[src/rtl/ber_test_ctrl.sv]
// ber_test_ctrl
//   Bit-error-rate test controller. A test is armed with a word count; every
//   valid tx/rx word pair seen while running is compared bitwise and the
//   mismatching bits are accumulated. The test ends when the requested number
//   of words has been compared, or early on abort. All counters saturate at
//   their all-ones value.
//
//   State table
//     IDLE | no test since reset, waiting for start
//     RUN  | test in progress, accumulating valid words
//     DONE | test finished, counters frozen until the next accepted start
//
//   Ports
//     clk, rst             clock, asynchronous active-high reset
//     start, word_count    begin a test of word_count words (ignored if 0 or busy)
//     abort                end a running test early
//     word_valid           tx_word/rx_word pair valid this cycle
//     tx_word, rx_word     transmitted / received pattern words (W bits)
//     busy, done, aborted  status flags
//     words_done           words compared in the current/last test
//     bits_total           words_done * W
//     err_total            accumulated bit errors, err_sat once saturated
//     err_words            words with at least one bit error
module ber_test_ctrl #(
  parameter int W  = 13,
  parameter int CW = 32
) (
  input  logic          clk,
  input  logic          rst,
  input  logic          start,
  input  logic          abort,
  input  logic [CW-1:0] word_count,
  input  logic          word_valid,
  input  logic [W-1:0]  tx_word,
  input  logic [W-1:0]  rx_word,
  output logic          busy,
  output logic          done,
  output logic          aborted,
  output logic [CW-1:0] words_done,
  output logic [CW-1:0] bits_total,
  output logic [CW-1:0] err_total,
  output logic [CW-1:0] err_words,
  output logic          err_sat
);

  localparam int PW = $clog2(W + 1);
  localparam logic [CW-1:0] CNT_MAX = '1;

  typedef enum logic [1:0] {IDLE, RUN, DONE} state_t;

  state_t        state;
  logic [CW-1:0] target;

  logic [W-1:0]  diff;
  logic [PW-1:0] word_errs;
  logic [CW:0]   err_sum;
  logic [CW:0]   bits_sum;
  logic [CW-1:0] err_next;
  logic [CW-1:0] bits_next;
  logic [CW-1:0] words_next;
  logic [CW-1:0] errw_next;
  logic          sat_next;

  assign diff = tx_word ^ rx_word;

  always_comb begin
    word_errs = '0;
    for (int i = 0; i < W; i++) begin
      word_errs = word_errs + PW'(diff[i]);
    end
  end

  // One extra bit on the adders exposes the carry used for saturation.
  always_comb begin
    err_sum    = {1'b0, err_total} + (CW+1)'(word_errs);
    bits_sum   = {1'b0, bits_total} + (CW+1)'(W);
    err_next   = err_sum[CW] ? CNT_MAX : err_sum[CW-1:0];
    bits_next  = bits_sum[CW] ? CNT_MAX : bits_sum[CW-1:0];
    words_next = (words_done == CNT_MAX) ? CNT_MAX : words_done + 1'b1;
    errw_next  = (word_errs == '0 || err_words == CNT_MAX) ? err_words : err_words + 1'b1;
    // err_sat tracks err_total having reached the ceiling; it is sticky
    // because err_total never decreases within a test.
    sat_next   = err_sat | (err_next == CNT_MAX);
  end

  always_ff @(posedge clk or posedge rst) begin
    if (rst) begin
      state      <= IDLE;
      target     <= '0;
      busy       <= 1'b0;
      done       <= 1'b0;
      aborted    <= 1'b0;
      words_done <= '0;
      bits_total <= '0;
      err_total  <= '0;
      err_words  <= '0;
      err_sat    <= 1'b0;
    end else begin
      case (state)
        IDLE, DONE: begin
          if (start && word_count != '0) begin
            state      <= RUN;
            target     <= word_count;
            busy       <= 1'b1;
            done       <= 1'b0;
            aborted    <= 1'b0;
            words_done <= '0;
            bits_total <= '0;
            err_total  <= '0;
            err_words  <= '0;
            err_sat    <= 1'b0;
          end
        end
        RUN: begin
          if (word_valid) begin
            words_done <= words_next;
            bits_total <= bits_next;
            err_total  <= err_next;
            err_words  <= errw_next;
            err_sat    <= sat_next;
          end
          // Completion wins over a coincident abort.
          if (word_valid && words_next == target) begin
            state <= DONE;
            busy  <= 1'b0;
            done  <= 1'b1;
          end else if (abort) begin
            state   <= DONE;
            busy    <= 1'b0;
            done    <= 1'b1;
            aborted <= 1'b1;
          end
        end
        default: begin
          state <= IDLE;
          busy  <= 1'b0;
          done  <= 1'b0;
        end
      endcase
    end
  end

endmodule

[config.mk]
export PLATFORM = sky130hd
export DESIGN_NAME = ber_test_ctrl
export DESIGN_NICKNAME = d
export VERILOG_FILES = /design/src/rtl/ber_test_ctrl.sv
export SDC_FILE = /design/constraint.sdc
export NUM_CORES = 1
export LEC_CHECK = 0
export BUFFER_PORTS_ARGS = -buffer_cell sky130_fd_sc_hd__buf_2
export CORE_ASPECT_RATIO = 0.7
export CORE_UTILIZATION = 50
export DETAILED_ROUTE_END_ITERATION = 8
export GPL_TIMING_DRIVEN = 0
export PLACE_DENSITY = 0.77
export SLEW_MARGIN = 20
export SYNTH_ARGS = -nofsm -noshare
export SYNTH_HDL_FRONTEND = slang
export SYNTH_SLANG_ARGS = --single-unit
[constraint.sdc]
create_clock -name clk -period 6.2 [get_ports clk]
set_input_delay 0.62 -clock clk [delete_from_list [all_inputs] [get_ports clk]]
set_output_delay 0.62 -clock clk [all_outputs]
set_load 0.03 [all_outputs]
==> flow_metrics.env, run 1 <==
export IMPL_outcome="finished, final reports clean"
export IMPL_ir_drop_mv=0.228
export IMPL_setup_reg_to_reg_worst_slack_ps=2020
export IMPL_critical_path_max_stage_delay_ps=660
export IMPL_final_core_util_pct=62.0
export IMPL_wl_met3_microns=4650
export IMPL_power_share_combinational_pct=36.9
export IMPL_skew_ps=9.52
export IMPL_nets=1515
export IMPL_class_of_the_most_critical_setup_path="in -> reg"
export IMPL_grt_remaining_overflow=0
export IMPL_final_common_cell="sky130_fd_sc_hd__buf_2"
export IMPL_antenna_found_initial=0
export IMPL_overall_track_demand_over_capacity_in_global_routing_pct=34.6
export IMPL_dr_total_vias=10800
export IMPL_p_leak_uw=0.00560
export IMPL_area_delta_synth_final_pct=20.5
export IMPL_fmaxAchievable_mhz=167
export IMPL_period_share_pct=96.3
export IMPL_fp_dieH_microns=122
export IMPL_routedLengthMet1_microns=15800
export IMPL_topRoutingLayerUsed="met4"
export IMPL_cts_tree="done"
export IMPL_die_area_sq_um=21100
export IMPL_wl_met2_microns=15000
export IMPL_synthesis_instances=1212
export IMPL_clock_power_share_pct=29.4
export IMPL_yosys_area_top_type_share_pct=40.1
export IMPL_layout_min_cycle_time_ps=5970
export IMPL_synth_fp_nets=1294
export IMPL_final_cell_mix="202 x sky130_fd_sc_hd__buf_2, 169 x sky130_fd_sc_hd__nand2_1, 164 x sky130_fd_sc_hd__dfrtp_1"
export IMPL_drv_slew=0
export IMPL_clk_latency_ps=440
export IMPL_cp_start_kind="primary input"
export IMPL_crit_arrival_ps=6240
export IMPL_synth_seq_area_share_pct=40.1
export IMPL_num_io_pins=195
export IMPL_slew_headroom_pct=31.0
export IMPL_first_global_vias=9663
export IMPL_rows=43
export IMPL_synthArstFlopShare_pct=100
export IMPL_vias_per_cell=6.33
export IMPL_yosys_most_used_dff="sky130_fd_sc_hd__dfrtp_1"
export IMPL_critPathMostFrequentCell="sky130_fd_sc_hd__fa_1"
export IMPL_layoutNonFillerInstCount=1712
export IMPL_critPathRequiredTime_ps=6470
export IMPL_internal_power_uw=2360
export IMPL_crit_chain="buf_2, xnor2_1, fa_1, inv_1, fa_1, inv_1, fa_1, fa_1, fa_2, fa_2, fa_1, nor2b_1, o21ai_0, a21o_2, buf_4, nor4_2, nand2_1, a31oi_1, a211oi_1"
export IMPL_gpl_final_weighted_congestion=0.990
export IMPL_wl_microns=36200
export IMPL_setup_viol=0
export IMPL_drc_errors=0
export IMPL_io_buffer_count=194
export IMPL_worst_path_dominant_cell_family="adder cells"
export IMPL_min_path_type="in -> async"
export IMPL_post_cts_hold_buffer_count=0
export IMPL_drt_wirelength_per_cell_microns=21.2
export IMPL_start_util_pct=51.4
export IMPL_core_area_sq_um=19900
export IMPL_cts_made_buffers=17
export IMPL_p_per_area_nw_per_um2=313
export IMPL_htree_levels=4
export IMPL_total_inserted_antenna_cells=0
export IMPL_placed_cells=1677
export IMPL_seqPwrFrac_pct=33.7
export IMPL_synth_edff_count=0
export IMPL_synth_yosys_warnings=0
export IMPL_power_switching_uw=1500
export IMPL_critical_path_endpoint_type="flip-flop"
export IMPL_die_w_microns=173
export IMPL_clock_tree_root_cell="sky130_fd_sc_hd__clkbuf_16"
export IMPL_dr_pass1_iters=5
export IMPL_pin_count_of_the_biggest_net_entering_global_routing=91
export IMPL_cp_slowest_cell="sky130_fd_sc_hd__nor4_2"
export IMPL_netlist_area_sq_um=10200
export IMPL_worst_slew_pin_transition_ps=1040
export IMPL_final_design_area_no_fill_sq_um=12300
export IMPL_critical_path_n_buffers_inverters=4
export IMPL_tritoncts_num_sinks=164
export IMPL_synthesis_area_per_instance_sq_um=8.45
export IMPL_postRouteAntennaNets=0
export IMPL_drive_gt1_share_pct=19.5
export IMPL_swShare_pct=38.8
export IMPL_synth_ff_latch_count=164
export IMPL_synth_area_top_cells="sky130_fd_sc_hd__dfrtp_1 40%, sky130_fd_sc_hd__nand2_1 6.2%, sky130_fd_sc_hd__nor2_1 4.5%"
export IMPL_cts_buffer_depth=2
export IMPL_clkTransAtPathRegs_ps=60
export IMPL_setup_repair_after_global_routing_missed_its_margin="false"
export IMPL_dr_first_iter_drc_count=1328
export IMPL_postPlaceCellArea_sq_um=11600
export IMPL_max_cap_violations=0
export IMPL_ys_types=74
export IMPL_netlist_top_cell_by_area="sky130_fd_sc_hd__dfrtp_1"
export IMPL_cp_max_fo=8
export IMPL_place_detailed_hpwl_microns=26600
export IMPL_global_route_wire_length_before_repair_microns=55600
export IMPL_fillCellCount=1755
export IMPL_count_of_final_hold_check_violations=0
==> flip-flops by register name (all words and copies together), names as in the netlist <==
register,cells
bits_total,32
err_total,32
err_words,32
target,32
words_done,32
aborted,1
done,1
err_sat,1
state,1
==> stage by stage <==
| stage | power (uW) | setup TNS [ps] | setup WS [ps] | hold slack [ps] |
|---|---|---|---|---|
| global placement | 2520 | -148520 | -846 | 480 |
| global route | 4030 | 0 | 7.08 | 272 |
| finish | 3860 | 0 | 228 | 221 |
| detailed placement | 2570 | -15080 | -762 | 499 |
| floorplan | 2130 | 0 | 84.0 | 466 |
| CTS | 3700 | 0 | 23.2 | 257 |
==> power by group through the flow <==
stage | logic (uW) | registers [uW] | clock network (uW)
2_1_floorplan | 767 | 1360 | 0
3_3_place_gp | 1220 | 1310 | 0
3_5_place_dp | 1260 | 1310 | 0
4_1_cts | 1280 | 1290 | 1130
5_1_grt | 1530 | 1310 | 1190
6_report | 1420 | 1300 | 1140
==> final timing paths <==
check / startpoint / end / depth (start not counted)
min: rst / err_total[5] / 2
max reg2reg: words_done[0] / state[0] / 11
max in group asynchronous: rst / words_done[28] / 3
min in group clk: word_count[17] / target[17] / 3
min reg2reg: aborted / aborted / 2
max: rx_word[1] / err_total[28] / 19
==> metal layers <==
layer / vias to the layer above / global-route usage [%]
li1: 4842 / -
met4: 0 / 8.41
met3: 76 / 9.80
met1: 5205 / 52.0
met5: - / 0.231
met2: 717 / 48.4
==> cell type report <==
cell class	instances	area [sq um]	area share, %
Sequential cell	164	4100	33.3
Timing Repair Buffer	204	1070	8.64
Buffer	61	248	2.01
Multi-Input combinational cell	944	5810	47.1
Inverter	41	161	1.31
Tap cell	270	338	2.74
Clock inverter	8	151	1.23
Clock buffer	20	457	3.70
==> synth_stat cells (23+ instances only) <==
cell type	n
sky130_fd_sc_hd__and3_1	29
sky130_fd_sc_hd__xnor2_1	41
sky130_fd_sc_hd__nand4_1	26
sky130_fd_sc_hd__nand2_1	170
sky130_fd_sc_hd__a311oi_1	31
sky130_fd_sc_hd__clkbuf_1	47
sky130_fd_sc_hd__nand3_1	64
sky130_fd_sc_hd__nor3_1	36
sky130_fd_sc_hd__nor2_1	123
sky130_fd_sc_hd__inv_1	41
sky130_fd_sc_hd__a31oi_1	23
sky130_fd_sc_hd__xor2_1	41
sky130_fd_sc_hd__o21ai_0	52
sky130_fd_sc_hd__dfrtp_1	164
sky130_fd_sc_hd__a21oi_1	80
sky130_fd_sc_hd__nor4_1	29
==> worst register-to-register path, stage by stage (launching register included) <==
cell                       delay [ps]
sky130_fd_sc_hd__dfrtp_1          520
sky130_fd_sc_hd__ha_1             360
sky130_fd_sc_hd__nand3_4          180
sky130_fd_sc_hd__nor4_2           710
sky130_fd_sc_hd__nand4_1          470
sky130_fd_sc_hd__clkbuf_1         450
sky130_fd_sc_hd__nand2_1          170
sky130_fd_sc_hd__mux2_2           150
sky130_fd_sc_hd__nand3_1           90
sky130_fd_sc_hd__a211oi_1         610
sky130_fd_sc_hd__a31o_1           270
sky130_fd_sc_hd__o21ai_1           70
==> kinds of logic after synthesis <==
kind of cell	share of synthesized area (%)
XOR/XNOR	7.02
AO/OA/AOI/OAI	17.5
adder cells (fa/ha/maj)	2.98
AND/OR/NAND/NOR	27.0
flip-flops	40.1
multiplexers	1.41
buffers and inverters	3.95
==> timing repair <==
| item | 4_1_cts | 5_1_grt |
|---|---|---|
| cloned | 0 | 0 |
| setup endpoints to repair | 19 | 17 |
| buffers inserted | 0 | 9 |
| resized for setup | 7 | 17 |
| pin swaps | 1 | 7 |
Note: power is estimated with default switching activity, not from simulation.
==> inputs of run 2 (changes only) <==
--- a/config.mk
+++ b/config.mk
@@ -5,6 +5,7 @@
 export SDC_FILE = /design/constraint.sdc
 export NUM_CORES = 1
 export LEC_CHECK = 0
+export ABC_AREA = 1
 export BUFFER_PORTS_ARGS = -buffer_cell sky130_fd_sc_hd__buf_2
 export CORE_ASPECT_RATIO = 0.7
 export CORE_UTILIZATION = 50
==> flow_metrics.env, run 2 <==
export IMPL_critical_path_endpoint_type="flip-flop"
export IMPL_period_share_pct=96.2
export IMPL_synth_yosys_warnings=0
export IMPL_synthArstFlopShare_pct=100
export IMPL_skew_ps=8.79
export IMPL_synth_seq_area_share_pct=37.4
export IMPL_synth_top_cells_by_count="474 x sky130_fd_sc_hd__nand2_1, 214 x sky130_fd_sc_hd__inv_1, 164 x sky130_fd_sc_hd__dfrtp_1, 159 x sky130_fd_sc_hd__o21ai_0, 133 x sky130_fd_sc_hd__nor2_1"
export IMPL_ys_types=39
export IMPL_swShare_pct=39.4
export IMPL_synth_edff_count=0
export IMPL_outcome="finished, final reports clean"
export IMPL_drive_gt1_share_pct=15.5
export IMPL_layout_min_cycle_time_ps=5960
export IMPL_rr_startpoint="words_done[0]"
export IMPL_critical_path_n_buffers_inverters=5
export IMPL_critPathMostFrequentCell="sky130_fd_sc_hd__fa_1"
export IMPL_groute_layer_met3_usage_pct=6.88
export IMPL_rows=44
export IMPL_seqPwrFrac_pct=32.2
export IMPL_num_io_pins=195
export IMPL_synth_ff_latch_count=164
export IMPL_io_buffer_count=194
export IMPL_tritoncts_num_sinks=164
export IMPL_grt_remaining_overflow=0
export IMPL_die_w_microns=179
export IMPL_overall_track_demand_over_capacity_in_global_routing_pct=34.2
export IMPL_postPlaceCellArea_sq_um=12300
export IMPL_dr_first_iter_drc_count=1440
export IMPL_netlist_top_cell_by_area="sky130_fd_sc_hd__dfrtp_1"
export IMPL_die_area_sq_um=22500
export IMPL_place_detailed_hpwl_microns=28600
export IMPL_clock_power_share_pct=31.1
export IMPL_cp_max_fo=10
export IMPL_finalSetupTns_ps=0
export IMPL_fp_dieH_microns=126
export IMPL_htree_levels=4
export IMPL_core_area_sq_um=21100
export IMPL_critical_path_max_stage_delay_ps=540
export IMPL_vias_per_cell=5.73
export IMPL_reg2reg_depth=17
export IMPL_gr_usage_met2_pct=48.1
export IMPL_final_common_cell="sky130_fd_sc_hd__nand2_1"
export IMPL_internal_power_uw=2400
export IMPL_worst_path_dominant_cell_family="adder cells"
export IMPL_setup_reg_to_reg_worst_slack_ps=3320
export IMPL_pin_count_of_the_biggest_net_entering_global_routing=89
export IMPL_power_share_combinational_pct=36.7
export IMPL_p_leak_uw=0.00629
export IMPL_final_cell_mix="472 x sky130_fd_sc_hd__nand2_1, 213 x sky130_fd_sc_hd__inv_1, 201 x sky130_fd_sc_hd__buf_2"
export IMPL_drc_errors=0
export IMPL_clk_latency_ps=450
export IMPL_final_critical_path_setup_slack_ps=236
export IMPL_yosys_area_top_type_share_pct=37.4
export IMPL_p_per_area_nw_per_um2=303
export IMPL_gpl_final_weighted_congestion=1.02
export IMPL_fillCellCount=2013
export IMPL_count_of_final_hold_check_violations=0
export IMPL_setup_viol=0
export IMPL_slew_headroom_pct=37.2
export IMPL_area_delta_synth_final_pct=19.5
export IMPL_start_util_pct=52.0
export IMPL_wl_microns=37800
export IMPL_drt_wirelength_per_cell_microns=17.9
export IMPL_yosys_cell_count_top_type="sky130_fd_sc_hd__nand2_1"
export IMPL_postRouteAntennaNets=0
export IMPL_cp_slowest_cell="sky130_fd_sc_hd__fa_1"
export IMPL_yosys_most_used_dff="sky130_fd_sc_hd__dfrtp_1"
export IMPL_dr_total_vias=12100
export IMPL_cp_start_kind="primary input"
export IMPL_busiest_layer="met1"
export IMPL_synthesis_instances=1602
export IMPL_max_cap_violations=0
export IMPL_clock_tree_root_cell="sky130_fd_sc_hd__clkbuf_16"
export IMPL_crit_arrival_ps=6330
export IMPL_nets=1902
export IMPL_final_design_area_no_fill_sq_um=13100
export IMPL_class_of_the_most_critical_setup_path="in -> reg"
export IMPL_synth_fp_nets=1684
export IMPL_synthesis_area_per_instance_sq_um=6.85
export IMPL_first_global_vias=10700
export IMPL_power_switching_uw=1560
export IMPL_global_route_wire_length_before_repair_microns=58800
export IMPL_worstSetupStartpoint="rx_word[0]"
export IMPL_ir_drop_mv=0.230
export IMPL_gr_usage_met1_pct=52.6
export IMPL_netlist_area_sq_um=11000
export IMPL_r2r_end="state[0]"
export IMPL_cts_tree="done"
export IMPL_power_uw=3970
export IMPL_min_path_type="in -> async"
export IMPL_clkTransAtPathRegs_ps=70
export IMPL_final_core_util_pct=62.1
export IMPL_synth_area_top_cells="sky130_fd_sc_hd__dfrtp_1 37%, sky130_fd_sc_hd__nand2_1 16%, sky130_fd_sc_hd__inv_1 7.3%"
export IMPL_critPathRequiredTime_ps=6570
export IMPL_pre_cts_slack_ps=-530
export IMPL_worst_slew_pin_transition_ps=942
export IMPL_antenna_found_initial=2
export IMPL_cts_made_buffers=17
export IMPL_dr_pass1_iters=6
export IMPL_fmaxAchievable_mhz=168
export IMPL_drv_slew=0
export IMPL_cts_buffer_depth=2
## run 2: changes by cell type after synthesis, moves of 24 or more
cell and change:
sky130_fd_sc_hd__a21oi_1 -51, sky130_fd_sc_hd__a311oi_1 -31, sky130_fd_sc_hd__and3_1 -26, sky130_fd_sc_hd__inv_1 +173, sky130_fd_sc_hd__nand2_1 +304, sky130_fd_sc_hd__nand3_1 +58
sky130_fd_sc_hd__nand4_1 +24, sky130_fd_sc_hd__o21ai_0 +107, sky130_fd_sc_hd__xnor2_1 -26
## run 2: per-stage QoR
stage	hold WS (ps)	std cells
global route	316	2110
floorplan	472	1602
detailed placement	504	2073
finish	236	2111
CTS	283	2105
global placement	493	2072
## run 2: cells by family after synthesis
| kind of cell | count (synthesis) | share of synthesized area (%) |
|---|---|---|
| compound gates | 233 | 11.6 |
| xor+xnor | 58 | 4.63 |
| fa+ha+maj | 19 | 2.78 |
| buf+inv | 262 | 9.28 |
| flops | 164 | 37.4 |
| simple gates | 866 | 34.3 |
## run 2: layer usage
layer  vias to the layer above  wire length (microns)
met5                         -                      0
met4                         0                    576
met3                        44                   4100
met2                       707                  15900
met1                      5703                  17200
li1                       5645                      -
## run 2: final cells by class
| type | instances | area [sq um] | area share, % |
|---|---|---|---|
| flip-flops and latches | 164 | 4100 | 31.3 |
| clock inverters | 11 | 198 | 1.51 |
| well taps | 276 | 345 | 2.64 |
| repair buffers | 199 | 1030 | 7.85 |
| inverters | 219 | 830 | 6.33 |
| plain buffers | 43 | 200 | 1.53 |
| clock buffers | 21 | 480 | 3.67 |
| diodes | 2 | 5.00 | 0.0382 |
| multi-input cells | 1176 | 5910 | 45.1 |
## run 2: power by group through the flow
stage	sequential, uW	combinational, uW	clock, uW
2_1_floorplan	1370	857	0
3_3_place_gp	1290	1330	0
3_5_place_dp	1290	1370	0
4_1_cts	1280	1390	1240
5_1_grt	1290	1620	1290
6_report	1280	1450	1240
## run 2: how the worst max path moves through the flow
stage          slack, ps            end  cells after the start
3_5_place_dp        -530        err_sat                     26
3_3_place_gp        -960  words_done[8]                      2
2_1_floorplan        430        err_sat                     25
6_report             240        err_sat                     26
4_1_cts               10        err_sat                     26
5_1_grt              -20        err_sat                     26
## run 2: timing repair
| item | 4_1_cts | 5_1_grt |
|---|---|---|
| pin swaps | 0 | 1 |
| endpoints found under the setup margin | 1 | 3 |
| buffers inserted | 0 | 4 |
| hold buffers | 0 | 0 |
| gates resized for setup | 1 | 15 |
